## src/rtl/mp_add_pkg.sv

```systemverilog
// Shared types and constants for the byte-serial multi-precision adder.
package mp_add_pkg;

   localparam int BYTE_W = 8;

   typedef enum logic [1:0] {
      IDLE = 2'd0,
      RUN  = 2'd1,
      DONE = 2'd2
   } state_e;

endpackage

```

## src/rtl/adder_8.sv

```systemverilog
// One byte step of the multi-precision adder: 8-bit sum, carry-out and signed overflow.
module adder_8
   import mp_add_pkg::*;
(
   input  logic [BYTE_W-1:0] a,
   input  logic [BYTE_W-1:0] b,
   input  logic              ci,
   output logic [BYTE_W-1:0] s,
   output logic              co,
   output logic              of
);

   logic [BYTE_W:0] sum_w;

   assign sum_w = {1'b0, a} + {1'b0, b} + {{BYTE_W{1'b0}}, ci};
   assign s     = sum_w[BYTE_W-1:0];
   assign co    = sum_w[BYTE_W];
   // Overflow when both operands share a sign that the result does not.
   assign of    = (a[BYTE_W-1] == b[BYTE_W-1]) && (s[BYTE_W-1] != a[BYTE_W-1]);

endmodule

```

## src/rtl/mp_adder_seq.sv

```systemverilog
// Byte-serial add/subtract: walks NBYTES bytes LSB first through one adder_8.
//   state | meaning
//   IDLE  | in_ready=1, waiting for operands
//   RUN   | one byte per cycle through adder_8, carry chained in carry_q
//   DONE  | out_valid=1, result held until out_ready
module mp_adder_seq
   import mp_add_pkg::*;
#(
   parameter int NBYTES = 4
) (
   input  logic                    clk,
   input  logic                    rst,
   input  logic                    in_valid,
   output logic                    in_ready,
   input  logic [8*NBYTES-1:0]     a,
   input  logic [8*NBYTES-1:0]     b,
   input  logic                    ci,
   input  logic                    sub,
   output logic                    out_valid,
   input  logic                    out_ready,
   output logic [8*NBYTES-1:0]     s,
   output logic                    co,
   output logic                    of
);

   localparam int W  = BYTE_W * NBYTES;
   localparam int IW = (NBYTES > 1) ? $clog2(NBYTES) : 1;

   state_e          state_q, state_d;
   logic [IW-1:0]   idx_q, idx_d;
   logic            carry_q, carry_d;
   logic [W-1:0]    a_q, a_d;
   logic [W-1:0]    b_q, b_d;
   logic [W-1:0]    s_q, s_d;
   logic            co_q, co_d;
   logic            of_q, of_d;

   logic [BYTE_W-1:0] a_byte, b_byte, add_s;
   logic              add_co, add_of;
   logic              last_byte;

   always_comb begin
      a_byte = '0;
      b_byte = '0;
      for (int k = 0; k < NBYTES; k++) begin
         if (idx_q == IW'(k)) begin
            a_byte = a_q[k*BYTE_W +: BYTE_W];
            b_byte = b_q[k*BYTE_W +: BYTE_W];
         end
      end
   end

   adder_8 u_adder_8 (
      .a  (a_byte),
      .b  (b_byte),
      .ci (carry_q),
      .s  (add_s),
      .co (add_co),
      .of (add_of)
   );

   assign last_byte = (idx_q == IW'(NBYTES - 1));
   // in_ready is gated by rst so nothing is accepted while reset is held.
   assign in_ready  = (state_q == IDLE) && !rst;
   assign out_valid = (state_q == DONE);
   assign s         = s_q;
   assign co        = co_q;
   assign of        = of_q;

   always_comb begin
      state_d = state_q;
      idx_d   = idx_q;
      carry_d = carry_q;
      a_d     = a_q;
      b_d     = b_q;
      s_d     = s_q;
      co_d    = co_q;
      of_d    = of_q;
      case (state_q)
         IDLE: begin
            if (in_valid && in_ready) begin
               a_d     = a;
               b_d     = b ^ {W{sub}};
               carry_d = sub | ci;
               idx_d   = '0;
               state_d = RUN;
            end
         end
         RUN: begin
            for (int k = 0; k < NBYTES; k++) begin
               if (idx_q == IW'(k)) begin
                  s_d[k*BYTE_W +: BYTE_W] = add_s;
               end
            end
            carry_d = add_co;
            if (last_byte) begin
               co_d    = add_co;
               of_d    = add_of;
               state_d = DONE;
            end else begin
               idx_d = idx_q + IW'(1);
            end
         end
         DONE: begin
            if (out_ready) begin
               state_d = IDLE;
            end
         end
         default: state_d = IDLE;
      endcase
   end

   always_ff @(posedge clk or posedge rst) begin
      if (rst) begin
         state_q <= IDLE;
         idx_q   <= '0;
         carry_q <= 1'b0;
         a_q     <= '0;
         b_q     <= '0;
         s_q     <= '0;
         co_q    <= 1'b0;
         of_q    <= 1'b0;
      end else begin
         state_q <= state_d;
         idx_q   <= idx_d;
         carry_q <= carry_d;
         a_q     <= a_d;
         b_q     <= b_d;
         s_q     <= s_d;
         co_q    <= co_d;
         of_q    <= of_d;
      end
   end

endmodule
```

## config.mk

```make
export PLATFORM = sky130hd
export DESIGN_NAME = mp_adder_seq
export DESIGN_NICKNAME = d
export VERILOG_FILES = /design/src/rtl/mp_add_pkg.sv /design/src/rtl/adder_8.sv /design/src/rtl/mp_adder_seq.sv
export SDC_FILE = /design/constraint.sdc
export NUM_CORES = 1
export LEC_CHECK = 0
export BUFFER_PORTS_ARGS = -buffer_cell sky130_fd_sc_hd__buf_2
export CAP_MARGIN = 20
export CORE_MARGIN = 3
export CORE_UTILIZATION = 59
export CTS_CLUSTER_SIZE = 14
export DETAILED_ROUTE_END_ITERATION = 10
export PLACE_DENSITY_LB_ADDON = 0.05
export RECOVER_POWER = 50
export REMOVE_ABC_BUFFERS = 1
export SYNTH_ARGS = -nofsm -noshare
export SYNTH_HDL_FRONTEND = slang
export SYNTH_HIERARCHICAL = 1
export SYNTH_SLANG_ARGS = --single-unit
```

## constraint.sdc

```tcl
create_clock -name clk -period 7.58 [get_ports clk]
set_input_delay 1.137 -clock clk [delete_from_list [all_inputs] [get_ports clk]]
set_output_delay 1.137 -clock clk [all_outputs]
set_load 0.03 [all_outputs]
```

* After elaboration in Yosys (flattened, before gate mapping)
Index checks and enable logic that the tools add are counted.
** Operators by class
- Add/subtract/negate cells :: 3
- Equal/unequal tests :: 11
- Multiplexer cells :: 17
- Bitwise gates (word level) :: 2
- Reduce and logical (&&, ||, !) cells :: 15
** Operator list (count)
- 8-bit 2-to-1 mux :: 8
- 32-bit XOR :: 1
- 2-bit AND reduction :: 6
- 2-bit 2-to-1 mux :: 5
- 8-bit by 8-bit adder with 9-bit output :: 1
- 9-bit by 1-bit adder with 9-bit output :: 1
- 2-bit equality test (second input constant) :: 3
- 2-bit case mux with 3 select lines :: 1
- 3-bit AND reduction :: 2
- 2-bit by 1-bit equality test with 1-bit output (second input constant) :: 2
- 2-bit logical NOT :: 2
- 2-bit by 1-bit inequality test with 1-bit output (second input constant) :: 2
- 2-bit inequality test (second input constant) :: 2
- 2-bit case mux with 2 select lines :: 1
- 1-bit logical AND :: 3
- 2-bit by 1-bit adder with 2-bit output (second input constant) :: 1
- 1-bit case mux with 2 select lines :: 1
- 2-bit nonzero test :: 1
- 1-bit equality test :: 1
- 1-bit logical NOT :: 1
- 1-bit 2-to-1 mux :: 1
- 1-bit inequality test :: 1
- 1-bit OR :: 1
** Storage, ports and cells
- Register bits after elaboration :: 103
- Bits of input ports :: 70
- Output and inout port bits :: 36

* Longest topological paths before layout
- Word-level depth :: 9
- Depth in mapped cells :: 15
- Depth with buffers taken out :: 13

* Cells and area by module
The synthesis kept the hierarchy.
** Modules (own cells, without submodules)
- mp_adder_seq :: times used 1, cells an instance 405, area an instance 4752.1 um2, sequential area each 2577.5 um2
- adder_8 :: times used 1, cells an instance 42, area an instance 336.6 um2, sequential area each 0.0 um2

* Worst setup path after synthesis
Ideal clock, no wire load.
- Path type :: flip-flop to flip-flop
- From :: register idx_q[0]
- To :: register s_q[30] (netlist: s[30])
- Library setup time :: 0.125 ns
- Data arrival time :: 3.115 ns
- Required time :: 7.455 ns
- Setup slack :: 4.340 ns
- Cell stages (with the launch flop) :: 14
- Cells stage by stage :: dfrtp_1 -> inv_1 -> ha_1 -> clkbuf_1 -> clkbuf_1 -> a21oi_1 -> a22o_1 -> fa_1 -> fa_1 -> a21oi_1 -> o211ai_1 -> a21oi_1 -> xnor2_1 -> mux2_4
** Between the ends
- Word-level cells in the longest chain between the ends :: 7
** Ends and longest elaborated chain
- start: declaration :: line mp_adder_seq.sv:30 : logic [IW-1:0] idx_q, idx_d;
- start signal: assignment :: line mp_adder_seq.sv:125 : idx_q <= idx_d;
- 2-bit logical NOT :: line mp_adder_seq.sv:46 : if (idx_q == IW'(k)) begin
- 8-bit 2-to-1 mux (3 in series) :: line mp_adder_seq.sv:46
- 8-bit 2-to-1 mux (*) :: line mp_adder_seq.sv:46
- named net b_byte[0] :: line mp_adder_seq.sv:38 : logic [BYTE_W-1:0] a_byte, b_byte, add_s;
- 8-bit by 8-bit adder with 9-bit output (*) :: line adder_8.sv:15 : assign sum_w = {1'b0, a} + {1'b0, b} + {{BYTE_W{1'b0}}, ci};
- 9-bit by 1-bit adder with 9-bit output (*) :: line adder_8.sv:15
- named net add_s[6] :: line mp_adder_seq.sv:38
- end signal: assignment :: line mp_adder_seq.sv:120 : s_q <= '0;
- end signal: assignment :: line mp_adder_seq.sv:129 : s_q <= s_d;
- end: declaration :: line mp_adder_seq.sv:34 : logic [W-1:0] s_q, s_d;
Mark *: on every way through the listed nets, which the timed path passes. The rest lies on a longest branch.
A chain may end at the register's enable or synchronous reset.

==> results.md <==
* Status: finished, violations left
* Failing checks: max-capacitance violations, max-slew violations
* Flop2flop setup slack at 3420 ps
* # diodes at 0
* Clock Sinks at 103
* Worst R2R Start: idx_q[1]
* Fmax achieved at approximately 210 MHz
* Min-Delay Path Class: register to register
* Pre-Repair DR Iteration Count at 4
* # resized after CTS at 0
* Syn Inst Count at between 400 and 500
* Final Skew at about 8.6 ps
* Io pins at roughly 110
* Share of cells above drive strength 1 at between 20% and 30%
* Delay-heaviest family, CP: buffers and inverters
* Slew Limit Fails at around 110
* P_sw at between 1000 and 1500 µW
* Vias at ~3500
* Top cell by count, worst path: clkbuf_1
* Hold buffers post-CTS at 0
* Clk pwr share at approximately 11%
* Crit end category: asynchronous set/reset pin
* PortBufs at 105
* Ys Warns at 6
* Die Wd at between 90 and 100 µm
* Worst Tran Pin Value at 2930 ps
* Std-Cell Rows at 33
* Crit-path cells: clkbuf_1 > clkinvlp_2 > clkbuf_1
* Die ar. at around 9800 µm²
* Final worst path period need at between 4000 and 5000 ps
* CTS tree: yes
* Post-route setup TNS at 0 ps
* Pwr/cell area at around 540 nW/µm²
* Non-Filler Instances at around 650
* Int Power at between 1500 and 2000 µW
* RSZ-0062 raised after global routing: no
* Max H-tree Level at 3
* Max cap viols at 2
* Routed wire per std cell at ~16 µm
* Antenna violations before repair at 0
* Seq/Total Area, Yosys at 50.7%
* CP Max Fanout at 57
* Die Ht at between 90 and 100 µm
* Clk root buf: clkbuf_8
* CP required at 7410 ps
* Routed wire length at about 10000 µm
* Layout Utilization at a little over two thirds
* Worst VDD drop at ~0.25 mV
* Hpwl dp at ~7500 µm
* CTS clk-pin slew, worst paths at around 100 ps
* Global-route total usage across every layer at 22.1%
* Worst path bufs/invs at 3
* Post-route setup slack at about 2700 ps
* Critical path's largest stage delay at approximately 2200 ps
* Initial core utilization at between 60% and 70%
* Critical path launch point: rst
* Core Area at about 8300 µm²
* Num CTS Buffers at 9
* Worst EP arrival at between 4000 and 5000 ps
* Hold Slack at ~500 ps
* Slowest stage cell, crit path: clkbuf_1
* RR Endpoint: s[14]
* Syn Std Cell Area at ~5000 µm²
* Avg Cell Area, Syn at approximately 11 µm²
* RePlAce Congestion at 0.846
* Worst slack at placement at between 3000 and 4000 ps
* Synth area leaders: dfrtp_1 (51%), mux2_2 (8.0%), xnor2_1 (4.8%)
* Postcts setup bufs at 0
* # DRC at 0
* Top cell type's share of synthesized area at around half
* WHS Path Cells at 1
* Vias in the first global route at ~3600
* WP depth at 3
* Clk Latency, worst-skew pair at ~350 ps
* Netlist cell types at 37
* First-pass GRT wire length at around 17000 µm
* Switching part of the total power at around 45%
* Area leader, netlist: dfrtp_1
* Total congestion overflow at 0
* Setup violations, final at 0
* Setup CP Type: input port to asynchronous set/reset pin
* Post-route clock period utilization at a little under two thirds
* DR vias/cell at 5.44
* Starting DRT DRC Count at approximately 130
* Slew HR at -95.5%
* DRT antenna net count at 0
* Leak at about 0.0026 µW
* R2R depth at 12
* P&R area growth vs syn at 13.6%
* Element type at the critical path start: input port
* CTS Buffer Depth at 2
* Inst Count DP at 631
* Worst Setup EP: a_q[11]
* Combinational share of power at a little under three fifths
* Largest net degree at the start of global routing at ~100
* Sequential share of power at 31.6%
* Register bit total from synthesis at approximately 100
* NumNets Final at 621
* Hold violation total from the final report at 0
cells by family (layout without fill, tap and decap cells):
| family | count (synthesis) | in the layout | synth area share, % |
|---|---|---|---|
| fa+ha+maj | 13 | 13 | 3.49 |
| xor+xnor | 37 | 37 | 6.37 |
| simple gates | 83 | 83 | 7.60 |
| mux | 66 | 66 | 15.3 |
| flops | 103 | 103 | 50.7 |
| compound gates | 101 | 101 | 12.1 |
| buf+inv | 44 | 140 | 4.50 |
registers in the layout, summed over array words and instances, names as in the netlist:
signal	count
idx_q	2
a_q	32
s	32
co	1
of	1
state_q	2
carry_q	1
b_q	32
layout make-up:
cell class	instances	area (µm²)
sequential	103	2580
fill	647	2520
multi-input combinational	300	2290
timing repair buffer	109	524
tap	105	131
clock buffer	10	128
clock inverter	6	70.1
inverter	15	57.6
power by group through the flow:
stage                     Clock [µW]  Combinational (µW)  Sequential, µW
after floorplan                    0                1210            1130
after global placement             0                1750             989
after detailed placement           0                1820            1000
after CTS                        352                1820             988
after global routing             376                1980            1030
final                            349                1800             991
stage by stage:
| stage | area, µm² | total power (µW) |
|---|---|---|
| 2_1_floorplan | 4920 | 2340 |
| 3_3_place_gp | 5610 | 2730 |
| 3_5_place_dp | 5610 | 2820 |
| 4_1_cts | 5800 | 3160 |
| 5_1_grt | 5780 | 3380 |
| 6_report | 5780 | 3140 |
worst register-to-register path: cells and delay by family (launching register included):
family	cells	cell delay [ps]
buffers and inverters	1	100
AOI/OAI and AO/OA	5	1050
muxes	1	290
DFF	1	410
xor gates and xnor gates	1	160
and+or+nand+nor	1	340
adders and majority gates	3	1700
per-layer routing:
metal	track usage, %	wire length [µm]	vias up
met4	5.67	99	0
li1	-	-	1723
met5	0	0	-
met3	3.04	512	8
met2	36.6	4950	91
met1	30.9	4890	1705
layout by cell type (no fill, tap or decap), types with 2 or more instances in the layout:
cell / count
a21o_1: 2
o31ai_1: 8
clkbuf_8: 9
clkinvlp_4: 3
clkbuf_1: 38
inv_1: 14
xnor2_1: 28
o21ai_1: 3
buf_2: 70
nor2b_1: 11
nand2_2: 3
mux2_2: 36
nor2_1: 28
nand2_1: 29
mux2_4: 9
nor3_1: 5
nor3b_1: 2
mux2_1: 21
xor2_1: 9
ha_1: 11
a21oi_1: 47
o21ai_0: 20
a221oi_1: 7
fa_1: 2
a22o_1: 9
dfrtp_1: 103
how the worst min path moves through the flow:
stage,startpoint,to,slack (ps)
2_1_floorplan,a_q[10],a_q[10],460
3_3_place_gp,a_q[13],a_q[13],470
3_5_place_dp,a_q[13],a_q[13],480
4_1_cts,a_q[13],a_q[13],500
5_1_grt,a_q[9],a_q[9],530
6_report,a_q[18],a_q[18],500
synthesized netlist by cell type:
cell type,number
clkbuf_1,9
o31ai_2,1
or2_2,1
fa_1,2
buf_4,6
nor2_1,28
ha_1,11
o21ai_1,3
nor3_1,5
o22ai_2,1
nor3b_1,2
o31ai_1,8
xor2_1,9
o21bai_2,1
nand2_1,29
nor4b_2,1
nor2b_1,11
buf_1,1
mux2_2,36
o21ai_0,20
mux2_1,21
a221oi_1,7
a21o_1,2
nand2_2,3
inv_1,15
xnor2_1,28
a211oi_1,1
nand2b_1,1
nand2_4,1
a22o_1,9
buf_6,4
buf_2,9
mux2_4,9
o211ai_1,1
or3_1,1
a21oi_1,47
dfrtp_1,103
Note: power is estimated with default switching activity, not from simulation.
